$ cat src/rtl/hazard_stall_unit.sv
// ID-stage hazard detector: load-use and branch-operand stalls, memory freeze,
// stall-cycle counter and sticky memory-timeout flag.
module hazard_stall_unit #(
    parameter int CNT_W    = 16,
    parameter int MAX_WAIT = 15,
    parameter int WAIT_W   = 4
) (
    input  logic             clk,
    input  logic             reset_n,
    input  logic [4:0]       ID_rs,
    input  logic [4:0]       ID_rt,
    input  logic             ID_UsesRt,
    input  logic             ID_Branch,
    input  logic             BranchTaken,
    input  logic             EX_MemRead,
    input  logic             EX_RegisterWrite,
    input  logic [4:0]       EX_WriteRegister,
    input  logic             MEM_MemRead,
    input  logic [4:0]       MEM_WriteRegister,
    input  logic             MEM_Access,
    input  logic             DMem_Ready,
    output logic             PC_Write,
    output logic             IFID_Write,
    output logic             IDEX_Bubble,
    output logic             IF_Flush,
    output logic             Freeze,
    output logic [CNT_W-1:0] StallCycles,
    output logic             Timeout
);

    typedef enum logic {RUN, STALL} stateT;

    stateT             state, stateNext;
    logic              rem, remNext;
    logic [WAIT_W-1:0] wcnt, wcntInc;
    logic              matchEx, matchMem;
    logic [1:0]        hz;

    assign matchEx = (EX_WriteRegister != 5'd0) &&
                     ((EX_WriteRegister == ID_rs) ||
                      (ID_UsesRt && (EX_WriteRegister == ID_rt)));

    assign matchMem = (MEM_WriteRegister != 5'd0) &&
                      ((MEM_WriteRegister == ID_rs) ||
                       (ID_UsesRt && (MEM_WriteRegister == ID_rt)));

    // A branch on a load result waits for the load to reach WB.
    always_comb begin
        hz = 2'd0;
        if (ID_Branch && EX_MemRead && matchEx) begin
            hz = 2'd2;
        end else if ((EX_MemRead && matchEx) ||
                     (ID_Branch && EX_RegisterWrite && matchEx) ||
                     (ID_Branch && MEM_MemRead && matchMem)) begin
            hz = 2'd1;
        end
    end

    assign Freeze  = MEM_Access & ~DMem_Ready;
    assign wcntInc = (wcnt == '1) ? wcnt : wcnt + 1'b1;

    always_comb begin
        stateNext   = state;
        remNext     = rem;
        PC_Write    = 1'b1;
        IFID_Write  = 1'b1;
        IDEX_Bubble = 1'b0;
        IF_Flush    = 1'b0;
        if (Freeze) begin
            PC_Write   = 1'b0;
            IFID_Write = 1'b0;
        end else if (state == STALL) begin
            PC_Write    = 1'b0;
            IFID_Write  = 1'b0;
            IDEX_Bubble = 1'b1;
            remNext     = rem - 1'b1;
            if (rem == 1'b1) begin
                stateNext = RUN;
            end
        end else if (hz != 2'd0) begin
            PC_Write    = 1'b0;
            IFID_Write  = 1'b0;
            IDEX_Bubble = 1'b1;
            if (hz == 2'd2) begin
                stateNext = STALL;
                remNext   = 1'b1;
            end
        end else begin
            IF_Flush = ID_Branch & BranchTaken;
        end
    end

    always_ff @(posedge clk or negedge reset_n) begin
        if (!reset_n) begin
            state       <= RUN;
            rem         <= 1'b0;
            wcnt        <= '0;
            StallCycles <= '0;
            Timeout     <= 1'b0;
        end else begin
            state <= stateNext;
            rem   <= remNext;
            if (Freeze) begin
                wcnt <= wcntInc;
                if (wcntInc == WAIT_W'(MAX_WAIT)) begin
                    Timeout <= 1'b1;
                end
            end else begin
                wcnt <= '0;
            end
            if (!PC_Write && (StallCycles != '1)) begin
                StallCycles <= StallCycles + 1'b1;
            end
        end
    end

endmodule

$ cat config.mk
export PLATFORM = sky130hd
export DESIGN_NAME = hazard_stall_unit
export DESIGN_NICKNAME = d
export VERILOG_FILES = /design/src/rtl/hazard_stall_unit.sv
export SDC_FILE = /design/constraint.sdc
export NUM_CORES = 1
export LEC_CHECK = 0
export ABC_AREA = 1
export CAP_MARGIN = 5
export CORE_MARGIN = 1
export CORE_UTILIZATION = 48
export CTS_CLUSTER_SIZE = 16
export DETAILED_ROUTE_END_ITERATION = 8
export PLACE_DENSITY = 0.85
export SLEW_MARGIN = 30
export SYNTH_ARGS = -nofsm -noshare
export SYNTH_HDL_FRONTEND = slang
export SYNTH_SLANG_ARGS = --single-unit
export TNS_END_PERCENT = 5
$ cat constraint.sdc
create_clock -name clk -period 2.2 [get_ports clk]
set_clock_uncertainty 0.15 [all_clocks]
set_input_delay 0.33 -clock clk [delete_from_list [all_inputs] [get_ports clk]]
set_output_delay 0.33 -clock clk [all_outputs]
set_load 0.005 [all_outputs]
==> results of run 1 <==
[worst paths after layout]
kind / start / end / slack (ns)
max: MEM_Access / Freeze / 0.14
min: reset_n / StallCycles[9] / 0.25
max reg2reg: StallCycles[0] / StallCycles[4] / 0.34
min reg2reg: Timeout / Timeout / 0.33
max in group asynchronous: reset_n / wcnt[3] / 1.42
min in group clk: Timeout / Timeout / 0.33
[report_power, final]
part	switching, uW	internal, uW
sequential	86.8	484
combinational	316	318
clock	137	130
[sequential cells by signal (all words and copies together), names as in the netlist]
signal       flops
state            1
Timeout          1
wcnt             4
rem              1
StallCycles     16
[worst max-delay path: cells and delay by family]
family	cells	cell delay, ns
AND/OR/NAND/NOR	1	0.13
buffers and inverters	4	1.12
[cell type report]
type,instances,area (sq um)
inverters,38,143
multi-input cells,203,1060
clock buffers,4,45.0
well taps,48,60.1
repair buffers,63,588
flip-flops and latches,23,576
fillers,327,1190
[synth_stat cells]
master   number
nand4_1       2
xor2_1       10
nor3_1        4
buf_4         2
inv_2         6
nor2_4        1
nor2_1       29
ha_1          2
nand4_4       1
xnor2_1       7
nor3_2        1
inv_1        32
a21oi_2       1
nand2_1      93
buf_12        1
o21ai_0       5
nand2_4       1
dfrtp_1      23
nand3_1      22
nand3_2      12
nand2_2       1
nor3_4        1
a31o_2        1
buf_6         2
a21oi_1       3
o21ai_1       3
nor2_2        3
[what timing repair did]
| action | 4_1_cts | 5_1_grt |
|---|---|---|
| setup endpoints to repair | 4 | 4 |
| buffers inserted | 2 | 2 |
| hold buffers | 0 | 0 |
| resized for setup | 29 | 16 |
| pin swaps | 3 | 3 |
[cell families (layout without fill, tap and decap cells)]
family	count (synthesis)	after routing	share of synthesized area, %
flops	23	23	31.3
xor+xnor	17	17	8.10
compound gates	13	13	3.95
buf+inv	43	105	10.9
simple gates	171	171	44.4
fa+ha+maj	2	2	1.36
[per-layer routing]
layer	wire length, microns	vias to the layer above	track usage [%]
met4	58	0	9.66
met5	0	-	0
met3	147	5	2.86
li1	-	967	-
met1	1850	831	26.0
met2	2090	45	39.9
[through the flow]
step	worst slack, ns	total power, uW
after floorplan	0.370	936
after global placement	-0.369	1150
after detailed placement	-0.393	1160
after CTS	0.0183	1440
after global routing	0.0220	1560
final	0.141	1470
==> flow_metrics.py, run 1 <==
metrics = {
    "worst_setup_path": {
        "cpPeakStageDelay_ns": 0.49,
        "crit_chain": "clkdlybuf4s50_1 -> inv_1 -> nor2_1 -> buf_4 -> clkdlybuf4s50_1",
        "crit_path_top_delay_cell": "clkdlybuf4s50_1",
        "critPathRequiredTime_ns": 1.72,
        "cp_common_cell": "clkdlybuf4s50_1",
        "worst-setup-path-type": "primary input to primary output",
        "end_kind": "primary output",
        "worstPathArrival_ns": 1.58,
        "critPathMaxFanout": 3,
        "reg2reg_depth": 7,
        "start_kind": "primary input",
    },
    "grt": {
        "grt_antenna_before_repair": 0,
        "grt.total_usage_pct": 22.1,
        "grt_remaining_overflow": 0,
        "grt_pass1_vias": 1701,
        "grt_pass1_wl_microns": 7070,
        "grt_start_max_net_pins": 24,
    },
    "floorplanning": {
        "dieHeight_microns": 63.9,
        "initial_core_util_pct": 50.2,
        "fp-row-count": 22,
        "die_w_microns": 63.9,
        "ioPinCount": 52,
        "dieArea_sq_um": 4080,
        "core-area_sq_um": 3660,
    },
    "detailed_routing": {
        "drt-total-wl_microns": 4150,
        "drtIter0Drc": 123,
        "drc": 0,
        "ant_nets": 0,
        "dr_total_vias": 1848,
        "via_per_inst": 4.88,
        "avgRoutedWirePerCell_microns": 10.9,
        "first_pass_iters": 4,
    },
    "sta": {
        "grt_setup_unrepaired": "false",
        "setup_viol": 0,
        "hold_viol": 0,
        "hold_slack_ns": 0.248,
        "worstMarginPinSlew_ns": 0.290,
        "max_freq_ghz": 0.486,
        "fin_crit_ns": 2.06,
        "relSlewSlack_pct": 80.7,
        "setup_tns_ns": 0,
        "period_share_pct": 93.6,
        "drv_slew": 0,
    },
    "place": {
        "placedCellCount": 371,
        "io_buffers": 51,
        "hpwl_microns": 3280,
        "place_congestion": 0.868,
        "postPlaceCellArea_sq_um": 2410,
    },
    "cells_and_area": {
        "mostFrequentLayoutCell": "nand2_1",
        "fin_cells": 379,
        "nets": 364,
        "fin_util_pct": 67.6,
        "areaGrowthSynthToFinish_pct": 34.6,
        "drive_above_1_share_pct": 15.4,
        "final_area_sq_um": 2470,
        "antennaDiodeCount": 0,
        "mostFrequentLayoutCells": "nand2_1, nor2_1, inv_1, clkdlybuf4s50_1, dfrtp_1",
    },
    "logic_synthesis": {
        "synth_area_per_cell_sq_um": 6.83,
        "synthTopCellsByArea": "dfrtp_1, nand2_1, nand3_2",
        "ys_seq_elements": 23,
        "yosys.area.top_type": "dfrtp_1",
        "synth_cells": 269,
        "syn_nets": 301,
        "syn_area_sq_um": 1840,
        "synth-seq-area-share_pct": 31.3,
        "yosys_warnings": 0,
        "synth_cell_types": 27,
        "yosysTopAreaCellShare_pct": 31.3,
    },
    "power": {
        "cellPowerDensity_nw_per_um2": 595,
        "p_leak_uw": 0.00131,
        "vdd_drop_max_mv": 0.411,
    },
    "clocking": {
        "cts_buffers": 3,
        "clk_latency_ns": 0.27,
        "cts-htree-levels": 1,
        "cts.sinks": 23,
        "tritoncts": "built",
        "cts_root_buf": "clkbuf_8",
        "clockBufferDepth": 2,
        "path_clk_slew_ns": 0.08,
    },
    "job": {
        "drv_cap": 0,
    },
    "run_status": {
        "status": "finished clean",
    },
    "min_path": {
        "min_path_type": "primary input to asynchronous set/reset pin",
    },
}
(Power assumes the default switching activity.)
==> run 2, diff against run 1 <==
- SETUP_SLACK_MARGIN: not set -> 0.4
- SLEW_MARGIN: 30 -> 5
==> run 2 against run 1 <==
  * Power grew 5.5%
  * Sequential cell count is the same
  * Global-route usage is 2.8 points higher
  * Critical endpoint is now IF_Flush
  * Hold slack better by 0.012 ns
  * Via count is 6.4% higher
  * First-iteration DRC count down 8.9%
  * Final area is 4.2% higher
  * Highest routed layer unchanged
  * Clock power down 3%
  * Maximum frequency is 7.0% higher
==> flow_metrics.py, run 2 (same netlist as run 1, synthesis figures left out) <==
metrics = {
    "run_status": {
        "status": "finished clean",
    },
    "grt": {
        "grt_antenna_before_repair": 0,
        "grt_start_max_net_pins": 24,
        "grt_remaining_overflow": 0,
        "grt_pass1_vias": 1797,
        "grt_pass1_wl_microns": 8090,
        "grt.total_usage_pct": 24.9,
    },
    "detailed_routing": {
        "drc": 0,
        "dr_total_vias": 1966,
        "avgRoutedWirePerCell_microns": 12.5,
        "first_pass_iters": 4,
        "ant_nets": 0,
        "drt-total-wl_microns": 4840,
        "drtIter0Drc": 112,
        "via_per_inst": 5.09,
    },
    "place": {
        "io_buffers": 51,
        "place_congestion": 0.977,
        "place_ws_ns": -0.412,
        "postPlaceCellArea_sq_um": 2420,
        "hpwl_microns": 3420,
    },
    "sta": {
        "grt_setup_unrepaired": "true",
        "worstMarginPinSlew_ns": 0.292,
        "fin_ws_ns": 0.276,
        "setup_tns_ns": 0,
        "drv_slew": 0,
        "period_share_pct": 87.4,
        "hold_viol": 0,
        "max_freq_ghz": 0.520,
        "relSlewSlack_pct": 80.5,
        "fin_crit_ns": 1.92,
        "setup_viol": 0,
    },
    "power": {
        "p_leak_uw": 0.00133,
        "vdd_drop_max_mv": 0.421,
        "cellPowerDensity_nw_per_um2": 602,
        "p_clk_share_pct": 16.6,
        "pwr-share-seq_pct": 37.7,
        "combPwrFrac_pct": 45.7,
        "internal_power_uw": 961,
        "p_sw_uw": 592,
        "netSwitchingFraction_pct": 38.1,
        "power.total_uw": 1550,
    },
    "floorplanning": {
        "fp-row-count": 22,
        "dieHeight_microns": 63.9,
        "initial_core_util_pct": 50.2,
        "ioPinCount": 52,
        "die_w_microns": 63.9,
        "dieArea_sq_um": 4080,
        "core-area_sq_um": 3660,
    },
    "cells_and_area": {
        "drive_above_1_share_pct": 30.5,
        "antennaDiodeCount": 0,
        "nets": 371,
        "largest_register_ff_count": 16,
        "areaGrowthSynthToFinish_pct": 40.2,
        "mostFrequentLayoutCells": "nand2_1, nor2_1, clkdlybuf4s50_1, dfrtp_1",
        "top_register": "StallCycles",
        "final_area_sq_um": 2580,
        "largest_registers": "StallCycles x16, wcnt x4",
        "fin_util_pct": 70.4,
        "mostFrequentLayoutCell": "nand2_1",
    },
    "clocking": {
        "tritoncts": "built",
        "cts_root_buf": "clkbuf_8",
        "cts_buffers": 3,
        "holdBufCountCts": 0,
        "path_clk_slew_ns": 0.08,
        "clk_latency_ns": 0.26,
        "cts-htree-levels": 1,
        "cts.sinks": 23,
        "clockBufferDepth": 2,
    },
    "worst_setup_path": {
        "start_kind": "primary input",
        "end_kind": "primary output",
        "critPathRequiredTime_ns": 1.72,
        "worst-setup-path-type": "primary input to primary output",
        "worstPathArrival_ns": 1.44,
        "critPathMaxFanout": 2,
    },
    "job": {
        "drv_cap": 0,
    },
    "min_path": {
        "min_path_type": "primary input to asynchronous set/reset pin",
    },
}
run 2: cell type report:
| type | instances | area (sq um) |
|---|---|---|
| repair buffers | 70 | 594 |
| clock buffers | 4 | 45.0 |
| inverters | 38 | 153 |
| multi-input cells | 203 | 1150 |
| well taps | 48 | 60.1 |
| flip-flops and latches | 23 | 577 |
| fillers | 313 | 1080 |
run 2: what timing repair did:
item	in CTS	in global routing
setup endpoints to repair	21	24
setup buffers	6	4
gates resized for setup	75	59
pin swaps	6	15
run 2: power groups by stage:
stage	registers (uW)	logic (uW)	clock network (uW)
finish	585	710	258
global route	592	780	284
CTS	573	664	262
detailed placement	580	597	0
global placement	574	582	0
floorplan	564	387	0
run 2: metrics by stage:
step                hold WS (ns)  std cells
floorplan                 -0.116        269
global placement           0.306        372
detailed placement         0.309        372
CTS                        0.270        382
global route               0.294        386
finish                     0.260        386
run 2: per-layer routing:
layer / share of wire [%] / GRT usage (%) / vias up
met2: 49 / 42.2 / 56
met1: 45 / 33.3 / 920
li1: - / - / 976
met3: 3.3 / 2.32 / 14
met4: 2.4 / 7.67 / 0
met5: 0 / 0 / -
run 2: worst paths after layout:
| kind | startpoint | to | slack [ns] | cells past startpoint |
|---|---|---|---|---|
| max reg2reg | StallCycles[1] | StallCycles[12] | 0.39 | 9 |
| min in group clk | Timeout | Timeout | 0.33 | 1 |
| max | MEM_MemRead | IF_Flush | 0.28 | 8 |
| max in group asynchronous | reset_n | StallCycles[0] | 1.40 | 2 |
| min | reset_n | StallCycles[9] | 0.26 | 2 |
| min reg2reg | Timeout | Timeout | 0.33 | 1 |
run 2: worst max-delay path, stage by stage:
cell	delay [ns]
clkdlybuf4s50_1	0.40
nand3_1	0.08
inv_1	0.06
a21oi_4	0.16
nand3_4	0.11
buf_6	0.14
nor2_4	0.06
buf_2	0.11
==> run 3, diff against run 2 <==
- PLACE_DENSITY: 0.85 -> 0.8
==> run 3 against run 2 <==
  * Maximum frequency fell by 0.28%
  * Critical endpoint unchanged
  * First-iteration DRC count fell by 19%
  * Via count fell by 4.6%
  * Global-route usage rose by 0.26 points
  * Sequential power fell by 3%
  * Setup slack got worse by 0.0054 ns
  * Non-clock buffer count did not move
  * Sequential cell count did not move
  * Largest power group unchanged
  * Core utilization fell by 0.14 points
  * Routed wire length fell by 4.4%
  * Highest routed layer unchanged
==> flow_metrics.py, run 3 (same netlist as run 1, synthesis figures left out) <==
metrics = {
    "cells_and_area": {
        "antennaDiodeCount": 0,
        "largest_registers": "StallCycles x16, wcnt x4",
        "drive_above_1_share_pct": 29.0,
        "fin_cells": 386,
        "largest_register_ff_count": 16,
        "mostFrequentLayoutCell": "nand2_1",
        "nets": 371,
        "mostFrequentLayoutCells": "nand2_1, nor2_1, dfrtp_1, clkdlybuf4s50_1, nand3_1",
        "final_area_sq_um": 2570,
        "areaGrowthSynthToFinish_pct": 40.0,
        "top_register": "StallCycles",
    },
    "floorplanning": {
        "dieArea_sq_um": 4080,
        "initial_core_util_pct": 50.2,
        "die_w_microns": 63.9,
        "core-area_sq_um": 3660,
        "dieHeight_microns": 63.9,
        "ioPinCount": 52,
        "fp-row-count": 22,
    },
    "worst_setup_path": {
        "start_kind": "primary input",
        "critPathTopFamily": "buffers and inverters",
        "end_kind": "primary output",
        "critPathMaxFanout": 2,
        "cpPeakStageDelay_ns": 0.45,
        "crit_buf_inv": 4,
        "crit_chain": "clkdlybuf4s50_1 -> inv_1 -> nand2_1 -> nand3_4 -> nand3_4 -> buf_6 -> nor2_2 -> buf_2",
        "crit_path_top_delay_cell": "clkdlybuf4s50_1",
        "cp_common_cell": "nand3_4",
        "worstPathArrival_ns": 1.45,
        "worst-setup-path-type": "primary input to primary output",
        "critPathRequiredTime_ns": 1.72,
    },
    "sta": {
        "hold_slack_ns": 0.271,
        "relSlewSlack_pct": 80.1,
        "period_share_pct": 87.7,
        "worstMarginPinSlew_ns": 0.299,
        "grt_setup_unrepaired": "true",
        "fin_crit_ns": 1.93,
        "max_freq_ghz": 0.518,
        "setup_tns_ns": 0,
        "drv_slew": 0,
        "hold_viol": 0,
        "setup_viol": 0,
    },
    "place": {
        "hpwl_microns": 3410,
        "io_buffers": 51,
        "postPlaceCellArea_sq_um": 2420,
        "place_congestion": 0.884,
        "placedCellCount": 372,
    },
    "clocking": {
        "cts_buffers": 3,
        "clockBufferDepth": 2,
        "cts-htree-levels": 1,
        "holdBufCountCts": 0,
        "clk_latency_ns": 0.26,
        "cts.sinks": 23,
        "cts_root_buf": "clkbuf_8",
        "tritoncts": "built",
        "path_clk_slew_ns": 0.08,
    },
    "grt": {
        "grt_pass1_wl_microns": 8110,
        "grt_antenna_before_repair": 0,
        "grt_pass1_vias": 1838,
        "grt.total_usage_pct": 25.2,
        "grt_start_max_net_pins": 24,
        "grt_remaining_overflow": 0,
    },
    "detailed_routing": {
        "drt-total-wl_microns": 4630,
        "drc": 0,
        "drtIter0Drc": 91,
        "ant_nets": 0,
        "avgRoutedWirePerCell_microns": 12.0,
        "first_pass_iters": 4,
        "dr_total_vias": 1875,
        "via_per_inst": 4.86,
    },
    "power": {
        "cellPowerDensity_nw_per_um2": 589,
        "vdd_drop_max_mv": 0.485,
        "p_leak_uw": 0.00134,
    },
    "min_path": {
        "min_path_type": "primary input to asynchronous set/reset pin",
    },
    "job": {
        "drv_cap": 0,
    },
    "run_status": {
        "status": "finished clean",
    },
}
## run 3: cell types whose count changed in the layout (fill, tap and decap cells not counted), moves of 2 or more
| cell | delta |
|---|---|
| nor2_1 | -2 |
| inv_2 | +2 |
| clkbuf_2 | -4 |
| buf_8 | +2 |
| nand2_2 | -6 |
| buf_2 | +3 |
| buf_4 | -2 |
| nand2_1 | +6 |
| nor2_2 | +3 |
## run 3: report_power, final
| group | internal (uW) | switching (uW) | total [uW] |
|---|---|---|---|
| Combinational | 341 | 337 | 678 |
| Sequential | 484 | 86.4 | 570 |
| Clock | 129 | 137 | 266 |
## run 3: per-layer routing
layer | part of all wire [%] | global-route usage (%) | vias to the layer above | wire, microns
li1 | - | - | 975 | -
met1 | 48 | 33.5 | 866 | 2240
met2 | 49 | 42.8 | 30 | 2260
met3 | 1.9 | 2.32 | 4 | 89
met4 | 0.86 | 7.67 | 0 | 40
met5 | 0 | 0 | - | 0
## run 3: area by class of cell
class,instances,area [sq um]
clock buffer,4,45.0
fill,300,1090
inverter,38,150
multi-input combinational,203,1120
sequential,23,576
tap,48,60.1
timing repair buffer,70,621
## run 3: through the flow
stage,utilization (%),worst slack [ns],total power (uW)
global route,70.3,0.194,1620
global placement,66.1,-0.444,1160
floorplan,-,0.401,950
finish,70.3,0.271,1510
CTS,69.8,0.157,1500
detailed placement,66.1,-0.454,1170
## run 3: worst paths after layout
| kind | startpoint | to | slack [ns] | depth (start not counted) |
|---|---|---|---|---|
| min reg2reg | Timeout | Timeout | 0.32 | 1 |
| max in group asynchronous | reset_n | wcnt[2] | 1.40 | 2 |
| min | reset_n | StallCycles[7] | 0.27 | 2 |
| max reg2reg | StallCycles[0] | StallCycles[12] | 0.38 | 9 |
| min in group clk | Timeout | Timeout | 0.32 | 1 |
| max | EX_MemRead | IF_Flush | 0.27 | 8 |
## run 3: repair_timing
action / in CTS / in global routing
setup buffers: 6 / 4
endpoints found under the setup margin: 21 / 23
pin swaps: 9 / 19
resized for setup: 77 / 54
gates cloned: 0 / 0
